## src/rtl/ps2_key_ctrl.sv

```systemverilog
// ps2_key_ctrl: turns the raw PS/2 scancode byte stream into decoded key events
// and buffers them in a first-word fall-through FIFO.
//
// Each event is {code, ext, brk}:
//   ext - the code was preceded by an E0 prefix
//   brk - the code was preceded by an F0 prefix (key release)
// Keyboard status bytes (AA, FA, FC, 00, FF) are never stored, and they cancel
// any prefix that is pending. A prefix that is not followed by another byte
// within TIMEOUT clk cycles is dropped.
//
// Parameters
//   FIFO_DEPTH   number of buffered events (power of two, >= 2)
//   TIMEOUT      clk cycles allowed between a prefix byte and the next byte
//
// Ports
//   clk          sole clock, rising edge
//   reset        synchronous active-low reset
//   rx_done_tick one-cycle strobe from the PS/2 receiver: rx_data is valid
//   rx_data      received byte
//   rd_en        pop the head event (ignored while empty)
//   key_code     head event scancode (0 while empty)
//   key_ext      head event was E0-prefixed (0 while empty)
//   key_brk      head event is a release (0 while empty)
//   empty        no events stored
//   full         FIFO_DEPTH events stored
//   count        number of stored events
//   overflow     sticky: an event was dropped because the FIFO was full
module ps2_key_ctrl #(
    parameter int unsigned FIFO_DEPTH = 4,
    parameter int unsigned TIMEOUT    = 100000
) (
    input  logic                          clk,
    input  logic                          reset,
    input  logic                          rx_done_tick,
    input  logic [7:0]                    rx_data,
    input  logic                          rd_en,
    output logic [7:0]                    key_code,
    output logic                          key_ext,
    output logic                          key_brk,
    output logic                          empty,
    output logic                          full,
    output logic [$clog2(FIFO_DEPTH):0]   count,
    output logic                          overflow
);

    localparam int unsigned AW = $clog2(FIFO_DEPTH);
    localparam int unsigned TW = $clog2(TIMEOUT) + 1;

    localparam logic [AW:0]   DEPTH_CNT = (AW + 1)'(FIFO_DEPTH);
    localparam logic [TW-1:0] TIMER_MAX = TW'(TIMEOUT - 1);

    // Encoding is {ext_pending, brk_pending} so a prefix byte just sets its bit.
    typedef enum logic [1:0] {
        S_IDLE   = 2'b00,
        S_BRK    = 2'b01,
        S_EXT    = 2'b10,
        S_EXTBRK = 2'b11
    } state_t;

    state_t          state_q, state_d;
    logic [TW-1:0]   timer_q, timer_d;

    logic            is_e0, is_f0, is_status;
    logic            push, push_ext, push_brk;

    logic [9:0]      mem [FIFO_DEPTH];
    logic [AW-1:0]   wr_ptr_q, wr_ptr_d;
    logic [AW-1:0]   rd_ptr_q, rd_ptr_d;
    logic [AW:0]     count_q, count_d;
    logic            overflow_q, overflow_d;

    logic            fifo_empty, fifo_full;
    logic            pop, wr_ok;
    logic [9:0]      head;

    // ------------------------------------------------------------------
    // Byte classification
    // ------------------------------------------------------------------
    always_comb begin
        is_e0     = (rx_data == 8'hE0);
        is_f0     = (rx_data == 8'hF0);
        is_status = (rx_data == 8'hAA) || (rx_data == 8'hFA) || (rx_data == 8'hFC) ||
                    (rx_data == 8'h00) || (rx_data == 8'hFF);
    end

    // ------------------------------------------------------------------
    // Prefix FSM
    // ------------------------------------------------------------------
    always_ff @(posedge clk) begin
        if (!reset) begin
            state_q <= S_IDLE;
            timer_q <= '0;
        end else begin
            state_q <= state_d;
            timer_q <= timer_d;
        end
    end

    always_comb begin
        state_d  = state_q;
        push     = 1'b0;
        push_ext = 1'b0;
        push_brk = 1'b0;

        if (rx_done_tick) begin
            if (is_status) begin
                state_d = S_IDLE;
            end else if (is_e0) begin
                state_d = state_t'({1'b1, state_q[0]});
            end else if (is_f0) begin
                state_d = state_t'({state_q[1], 1'b1});
            end else begin
                push     = 1'b1;
                push_ext = state_q[1];
                push_brk = state_q[0];
                state_d  = S_IDLE;
            end
        end else if (state_q != S_IDLE && timer_q == TIMER_MAX) begin
            // Prefix went stale; abandon it without producing an event.
            state_d = S_IDLE;
        end
    end

    always_comb begin
        timer_d = timer_q + TW'(1);
        if (rx_done_tick || state_q == S_IDLE) begin
            timer_d = '0;
        end
    end

    // ------------------------------------------------------------------
    // Event FIFO
    // ------------------------------------------------------------------
    always_comb begin
        fifo_empty = (count_q == '0);
        fifo_full  = (count_q == DEPTH_CNT);
        pop        = rd_en && !fifo_empty;
        // A full FIFO still accepts a push when the head leaves on the same edge.
        wr_ok      = push && (!fifo_full || pop);

        wr_ptr_d   = wr_ok ? wr_ptr_q + AW'(1) : wr_ptr_q;
        rd_ptr_d   = pop ? rd_ptr_q + AW'(1) : rd_ptr_q;

        count_d = count_q;
        case ({wr_ok, pop})
            2'b10:   count_d = count_q + (AW + 1)'(1);
            2'b01:   count_d = count_q - (AW + 1)'(1);
            default: count_d = count_q;
        endcase

        overflow_d = overflow_q || (push && !wr_ok);
    end

    always_ff @(posedge clk) begin
        if (!reset) begin
            wr_ptr_q   <= '0;
            rd_ptr_q   <= '0;
            count_q    <= '0;
            overflow_q <= 1'b0;
        end else begin
            wr_ptr_q   <= wr_ptr_d;
            rd_ptr_q   <= rd_ptr_d;
            count_q    <= count_d;
            overflow_q <= overflow_d;
        end
    end

    // Storage needs no reset: nothing is visible unless count says so.
    always_ff @(posedge clk) begin
        if (reset && wr_ok) begin
            mem[wr_ptr_q] <= {rx_data, push_ext, push_brk};
        end
    end

    // ------------------------------------------------------------------
    // Outputs
    // ------------------------------------------------------------------
    // Status is forced while reset is held so it is correct even before the
    // first reset edge has cleared the counters.
    always_comb begin
        head     = mem[rd_ptr_q];
        empty    = !reset || fifo_empty;
        full     = reset && fifo_full;
        key_code = empty ? 8'h00 : head[9:2];
        key_ext  = empty ? 1'b0 : head[1];
        key_brk  = empty ? 1'b0 : head[0];
        count    = count_q;
        overflow = overflow_q;
    end

endmodule
```

## config.mk

```make
export PLATFORM = sky130hd
export DESIGN_NAME = ps2_key_ctrl
export DESIGN_NICKNAME = d
export VERILOG_FILES = /design/src/rtl/ps2_key_ctrl.sv
export SDC_FILE = /design/constraint.sdc
export NUM_CORES = 1
export LEC_CHECK = 0
export BUFFER_PORTS_ARGS = -buffer_cell sky130_fd_sc_hd__buf_2
export CAP_MARGIN = 25
export CORE_MARGIN = 8
export CORE_UTILIZATION = 65
export CTS_BUF_LIST = sky130_fd_sc_hd__clkbuf_8
export DETAILED_ROUTE_END_ITERATION = 7
export PLACE_DENSITY_LB_ADDON = 0.25
export SLEW_MARGIN = 0
export SYNTH_ARGS = -nofsm -noshare
export SYNTH_HDL_FRONTEND = slang
export SYNTH_SLANG_ARGS = --single-unit
```

## constraint.sdc

```tcl
create_clock -name clk -period 6.2 [get_ports clk]
set_input_delay 1.86 -clock clk [delete_from_list [all_inputs] [get_ports clk]]
set_output_delay 1.86 -clock clk [all_outputs]
set_load 0.03 [all_outputs]
```

==> flow_metrics.py, run 1 <==
metrics = {
    "grt": {
        "grt_pass1_wl_um": 8450,
        "grt_max_degree": 19,
        "antenna_found_initial": 0,
        "grt_use_total_pct": 14.8,
        "gr-total-overflow": 0,
        "grt_pass1_vias": 1797,
    },
    "timing": {
        "setup_tns_ps": 0,
        "slew_headroom_pct": 57.5,
        "fmax_mhz": 224,
        "tightest_slew_ps": 628,
        "setup_viol": 0,
        "final_hold_viol_count": 0,
        "fin_crit_sh_pct": 72.0,
        "fin_ws_ps": 1740,
        "drv_slew": 0,
        "skew_ps": 7.62,
        "hold_slack_ps": 462,
        "period_minus_slack_ps": 4460,
        "rsz0062_at_grt": "false",
    },
    "floorplanning": {
        "die_h_um": 84.2,
        "die-area_um2": 7080,
        "core_area_um2": 4600,
        "rows": 25,
        "die_w_um": 84.2,
        "start_util_pct": 65.7,
        "pin_count": 28,
    },
    "drt": {
        "dr.pass1.iters": 4,
        "ant_nets": 0,
        "viasPerCell": 5.60,
        "vias": 1815,
        "drtIter0Drc": 119,
        "wl_per_cell_um": 15.6,
        "routed_wl_um": 5060,
        "drcViolationCount": 0,
    },
    "layout": {
        "multi_input_area_um2": 1160,
        "fin_nets": 283,
        "drive_gt1_share_pct": 23.0,
        "syn_to_final_growth_pct": 13.3,
        "n_fill_cell": 296,
        "seqCellArea_um2": 1800,
        "n_antenna_cell": 0,
    },
    "clock_network": {
        "cts-root-buf": "clkbuf_8",
        "tritoncts": "done",
        "cts_setup_buffers": 0,
        "htreeDepth": 3,
        "cts_buffer_depth": 2,
        "clk_pin_slew_worst_paths_ps": 70,
        "cts_sinks": 70,
        "ctsHoldBuffers": 0,
        "ctsResizeCount": 0,
        "cts_made_buffers": 9,
        "insertion_delay_ps": 340,
    },
    "pwr": {
        "p_int_mw": 0.818,
        "irDropWorstVdd_mv": 0.220,
        "combPwrFrac_pct": 16.6,
        "power_leakage_nw": 1.22,
        "swShare_pct": 26.3,
        "clkPwrFrac_pct": 34.8,
        "power_switching_mw": 0.292,
        "power_density_nw_per_um2": 324,
        "power_frac_seq_pct": 48.6,
    },
    "worst_hold_path": {
        "worstHoldStart": "timer_q[0]",
        "min_path_cells": 1,
        "hp-class": "reg -> reg",
        "min_to": "timer_q[0]",
    },
    "synthesis": {
        "seq_area_frac_synth_pct": 59.7,
        "synth_edf_count": 40,
        "synth_nets": 250,
        "netlist_instances": 232,
        "synth_most_common_cell": "edfxtp_1",
        "yosysUniqueCellTypes": 42,
        "yosysTopAreaCellShare_pct": 39.8,
        "yosys-top-cells-count": "edfxtp_1, dfxtp_1, nor2_1",
        "synth-seq-cells": 70,
        "synthesis.area_um2": 3020,
        "synth_warnings": 0,
        "synthArstFlopShare_pct": 0,
        "ys_top_cells_by_area": "edfxtp_1, dfxtp_1, mux4_2, nor2_1, xor2_1",
        "synth_largest_area_cell": "edfxtp_1",
        "ys.flop_type": "edfxtp_1",
        "avgSynthCellArea_um2": 13.0,
    },
    "worst_setup_path": {
        "rrSetupSlack_ps": 4210,
        "path_cells": "buf_2, o31ai_1, buf_4, nor2b_1, buf_2",
        "rr_startpoint": "count[0]",
        "cp.arrival_ps": 2600,
        "critPathKind": "in -> out",
        "slowest_delay_ps": 200,
        "end_kind": "output port",
        "timing.critical_path.mode_cell": "buf_2",
        "cpLargestDelayFamily": "buffers and inverters",
        "cp-start-kind": "primary input",
        "rr_worst_depth": 3,
        "cp_slowest_cell": "buf_2",
        "r2r_end": "mem[2][9]",
        "crit_buf_inv": 3,
        "required_ps": 4340,
        "worstPathMaxFanout": 11,
    },
    "run": {
        "maxCapViolCount": 0,
    },
    "placed_design": {
        "post-place-ws_ps": 1710,
        "dp_hpwl_um": 3580,
        "io_buffers": 27,
        "gp_congestion": 0.781,
    },
    "outcome": {
        "status": "complete, no violations",
    },
}
## cell type report
class | instances | share of cell area [%]
tap | 54 | 1.98
clock inverter | 7 | 2.63
sequential | 70 | 52.7
timing repair buffer | 28 | 4.17
inverter | 10 | 1.10
multi-input combinational | 146 | 33.8
clock buffer | 9 | 3.62
## power groups by stage
stage,combinational (mW),sequential (mW),clock [mW]
finish,0.184,0.539,0.387
global route,0.200,0.544,0.409
CTS,0.186,0.540,0.393
detailed placement,0.185,0.551,0
global placement,0.181,0.550,0
floorplan,0.141,0.544,0
## per-layer routing
metal / routed length (um) / global-route usage, % / vias up
met2: 2470 / 23.7 / 29
met4: 76 / 7.54 / 0
li1: - / - / 912
met3: 228 / 4.84 / 8
met5: 0 / 0 / -
met1: 2280 / 17.4 / 866
## state kept, by name (all words and copies together), names as in the netlist, named ones only
name / cells
rd_ptr_q: 2
count: 3
timer_q: 18
overflow: 1
mem: 40
wr_ptr_q: 2
state_q: 2
## how the worst max path moves through the flow
stage / cells after the start / slack, ps / end / from
3_3_place_gp: 5 / 1750 / key_code[7] / reset
5_1_grt: 5 / 1650 / key_code[4] / reset
2_1_floorplan: 3 / 1570 / key_code[0] / reset
4_1_cts: 5 / 1710 / key_code[4] / reset
6_report: 5 / 1740 / key_code[4] / reset
3_5_place_dp: 5 / 1710 / key_code[4] / reset
## metrics by stage
step,power (mW),util (%),area [um2],std cells
finish,1.11,74.4,3420,324
global route,1.15,74.4,3420,324
CTS,1.12,74.4,3420,324
detailed placement,0.736,69.7,3210,308
global placement,0.731,69.7,3210,308
floorplan,0.685,-,3020,232
## logic make-up (layout without fill, tap and decap cells)
group / Yosys count / count (layout) / synth area share (%)
adder cells (fa/ha/maj): 6 / 6 / 2.73
multiplexers: 13 / 13 / 8.45
XOR/XNOR: 18 / 18 / 5.22
AND/OR/NAND/NOR: 91 / 91 / 16.7
buffers and inverters: 16 / 54 / 2.03
AO/OA/AOI/OAI: 18 / 18 / 5.22
flip-flops: 70 / 70 / 59.7
## worst reg2reg max path, stage by stage, from the launching register on
cell and delay [ps]:
dfxtp_1 440, nor4b_1 140, nor4_2 470, and3_1 590
## cells in the final DEF, fill, tap and decap left out, types with 2 or more instances in the layout
cell	n
xnor2_1	8
edfxtp_1	40
and2_1	3
or3_1	4
ha_1	5
and4_1	4
mux2i_1	3
nor2b_1	10
a21oi_1	5
nand4_1	3
nand2_1	10
o21ai_0	2
nor4b_1	3
xor2_1	10
bufinv_16	2
dfxtp_1	30
buf_2	27
nand3_1	6
and3_1	8
clkbuf_8	9
clkinv_2	2
nor2_1	25
inv_1	11
mux4_2	10
nor3_1	8
No activity file was read; power rests on OpenSTA's default activity.
==> run 2, diff against run 1 <==
Settings changed: CORE_UTILIZATION 65 to 61.
Clock period 6.2 ns to 4.7 ns, I/O delays scaled along.
==> run 2 against run 1 <==
  * Total power increased by 21%
  * Critical path depth did not move
  * Hold slack gained 10 ps
  * Largest cell class unchanged
  * Sequential share of layout area grew 0.62 points
  * Cell count up 4.0%
  * Cell area is 1.2% lower
  * Global-route usage is 0.94 points higher
  * Clock power up 1%
  * First-iteration DRC count up 24%
==> flow_metrics.py, run 2 (synthesis results as in run 1) <==
metrics = {
    "worst_setup_path": {
        "cp_slowest_cell": "buf_2",
        "crit_buf_inv": 3,
        "rrSetupSlack_ps": 2750,
        "worstPathMaxFanout": 11,
        "path_cells": "buf_2, o31ai_1, buf_4, nor2b_1, buf_2",
        "critPathCapture": "key_code[7]",
        "r2r_end": "mem[0][2]",
        "slowest_delay_ps": 210,
        "required_ps": 3290,
        "cpLargestDelayFamily": "buffers and inverters",
        "startpoint": "reset",
        "end_kind": "output port",
        "cp-start-kind": "primary input",
        "critPathKind": "in -> out",
        "cp_num_cells": 5,
        "rr_startpoint": "count[0]",
        "timing.critical_path.mode_cell": "buf_2",
        "cp.arrival_ps": 2190,
        "rr_worst_depth": 3,
    },
    "placed_design": {
        "dp_hpwl_um": 3780,
        "gp_congestion": 0.758,
        "place_inst": 321,
        "post-place-ws_ps": 1100,
        "io_buffers": 27,
    },
    "drt": {
        "routed_wl_um": 5420,
        "drcViolationCount": 0,
        "wl_per_cell_um": 16.1,
        "vias": 1850,
        "dr.pass1.iters": 4,
        "viasPerCell": 5.49,
        "drtIter0Drc": 148,
        "ant_nets": 0,
    },
    "clock_network": {
        "cts-root-buf": "clkbuf_8",
        "cts_made_buffers": 9,
        "htreeDepth": 3,
        "cts_buffer_depth": 2,
        "tritoncts": "done",
        "insertion_delay_ps": 340,
        "clk_pin_slew_worst_paths_ps": 70,
        "ctsResizeCount": 0,
        "cts_setup_buffers": 0,
        "cts_sinks": 70,
        "ctsHoldBuffers": 0,
    },
    "timing": {
        "slew_headroom_pct": 54.1,
        "setup_tns_ps": 0,
        "hold_slack_ps": 472,
        "fmax_mhz": 278,
        "rsz0062_at_grt": "false",
        "fin_crit_sh_pct": 76.6,
        "skew_ps": 7.66,
        "final_hold_viol_count": 0,
        "setup_viol": 0,
        "fin_ws_ps": 1100,
        "tightest_slew_ps": 687,
        "period_minus_slack_ps": 3600,
        "drv_slew": 0,
    },
    "layout": {
        "regMostFlops": "mem",
        "stdcell_count": 337,
        "layout_common_cells": "edfxtp_1, dfxtp_1, buf_2, nor2_1, inv_1",
        "drive_gt1_share_pct": 22.2,
        "final_common_cell": "edfxtp_1",
        "n_fill_cell": 359,
        "utilization_pct": 71.1,
        "syn_to_final_growth_pct": 11.9,
        "multi_input_area_um2": 1160,
        "largest_reg_flops": 40,
        "fin_nets": 283,
        "n_antenna_cell": 0,
        "seqCellArea_um2": 1800,
    },
    "floorplanning": {
        "die-area_um2": 7460,
        "die_h_um": 86.4,
        "core_area_um2": 4750,
        "die_w_um": 86.4,
        "start_util_pct": 63.5,
        "pin_count": 28,
        "rows": 25,
    },
    "grt": {
        "grt_pass1_vias": 1921,
        "antenna_found_initial": 0,
        "gr-total-overflow": 0,
        "grt_max_degree": 19,
        "grt_use_total_pct": 15.8,
        "grt_pass1_wl_um": 9060,
    },
    "pwr": {
        "power_density_nw_per_um2": 398,
        "power_leakage_nw": 1.20,
        "irDropWorstVdd_mv": 0.190,
    },
    "worst_hold_path": {
        "hp-class": "reg -> reg",
        "min_path_cells": 1,
    },
    "run": {
        "maxCapViolCount": 0,
    },
    "outcome": {
        "status": "complete, no violations",
    },
}
## run 2: worst min-delay path by stage
| stage | from | endpoint | slack (ps) |
|---|---|---|---|
| floorplan | timer_q[0] | timer_q[0] | 430 |
| detailed placement | timer_q[0] | timer_q[0] | 460 |
| global placement | timer_q[0] | timer_q[0] | 440 |
| finish | timer_q[0] | timer_q[0] | 470 |
| global route | timer_q[0] | timer_q[0] | 500 |
| CTS | timer_q[0] | timer_q[0] | 470 |
## run 2: cell type report
class                           count  share of cell area [%]
Tap cell                           67                    2.48
Clock buffer                        9                    3.66
Timing Repair Buffer               28                    4.22
Inverter                           10                    1.11
Sequential cell                    70                    53.3
Clock inverter                      7                   0.999
Multi-Input combinational cell    146                    34.2
## run 2: worst reg2reg max path: cells and delay by family (launching register included)
family / cells / cell delay, ps
simple gates: 3 / 1150
flops: 1 / 440
## run 2: per-stage QoR
stage	total power, mW	cell area (um2)
2_1_floorplan	0.903	3020
3_3_place_gp	0.964	3220
3_5_place_dp	0.974	3220
4_1_cts	1.36	3380
5_1_grt	1.40	3380
6_report	1.35	3380
## run 2: where the power goes
part / total [mW] / internal [mW] / switching, mW
Combinational: 0.242 / 0.106 / 0.136
Sequential: 0.713 / 0.677 / 0.0361
Clock: 0.392 / 0.183 / 0.209
## run 2: metal layers
layer	wire (um)	up-vias	track usage, %
met2	2770	34	26.7
li1	-	916	-
met1	2320	890	17.7
met4	118	0	8.92
met3	220	10	4.06
met5	0	-	0
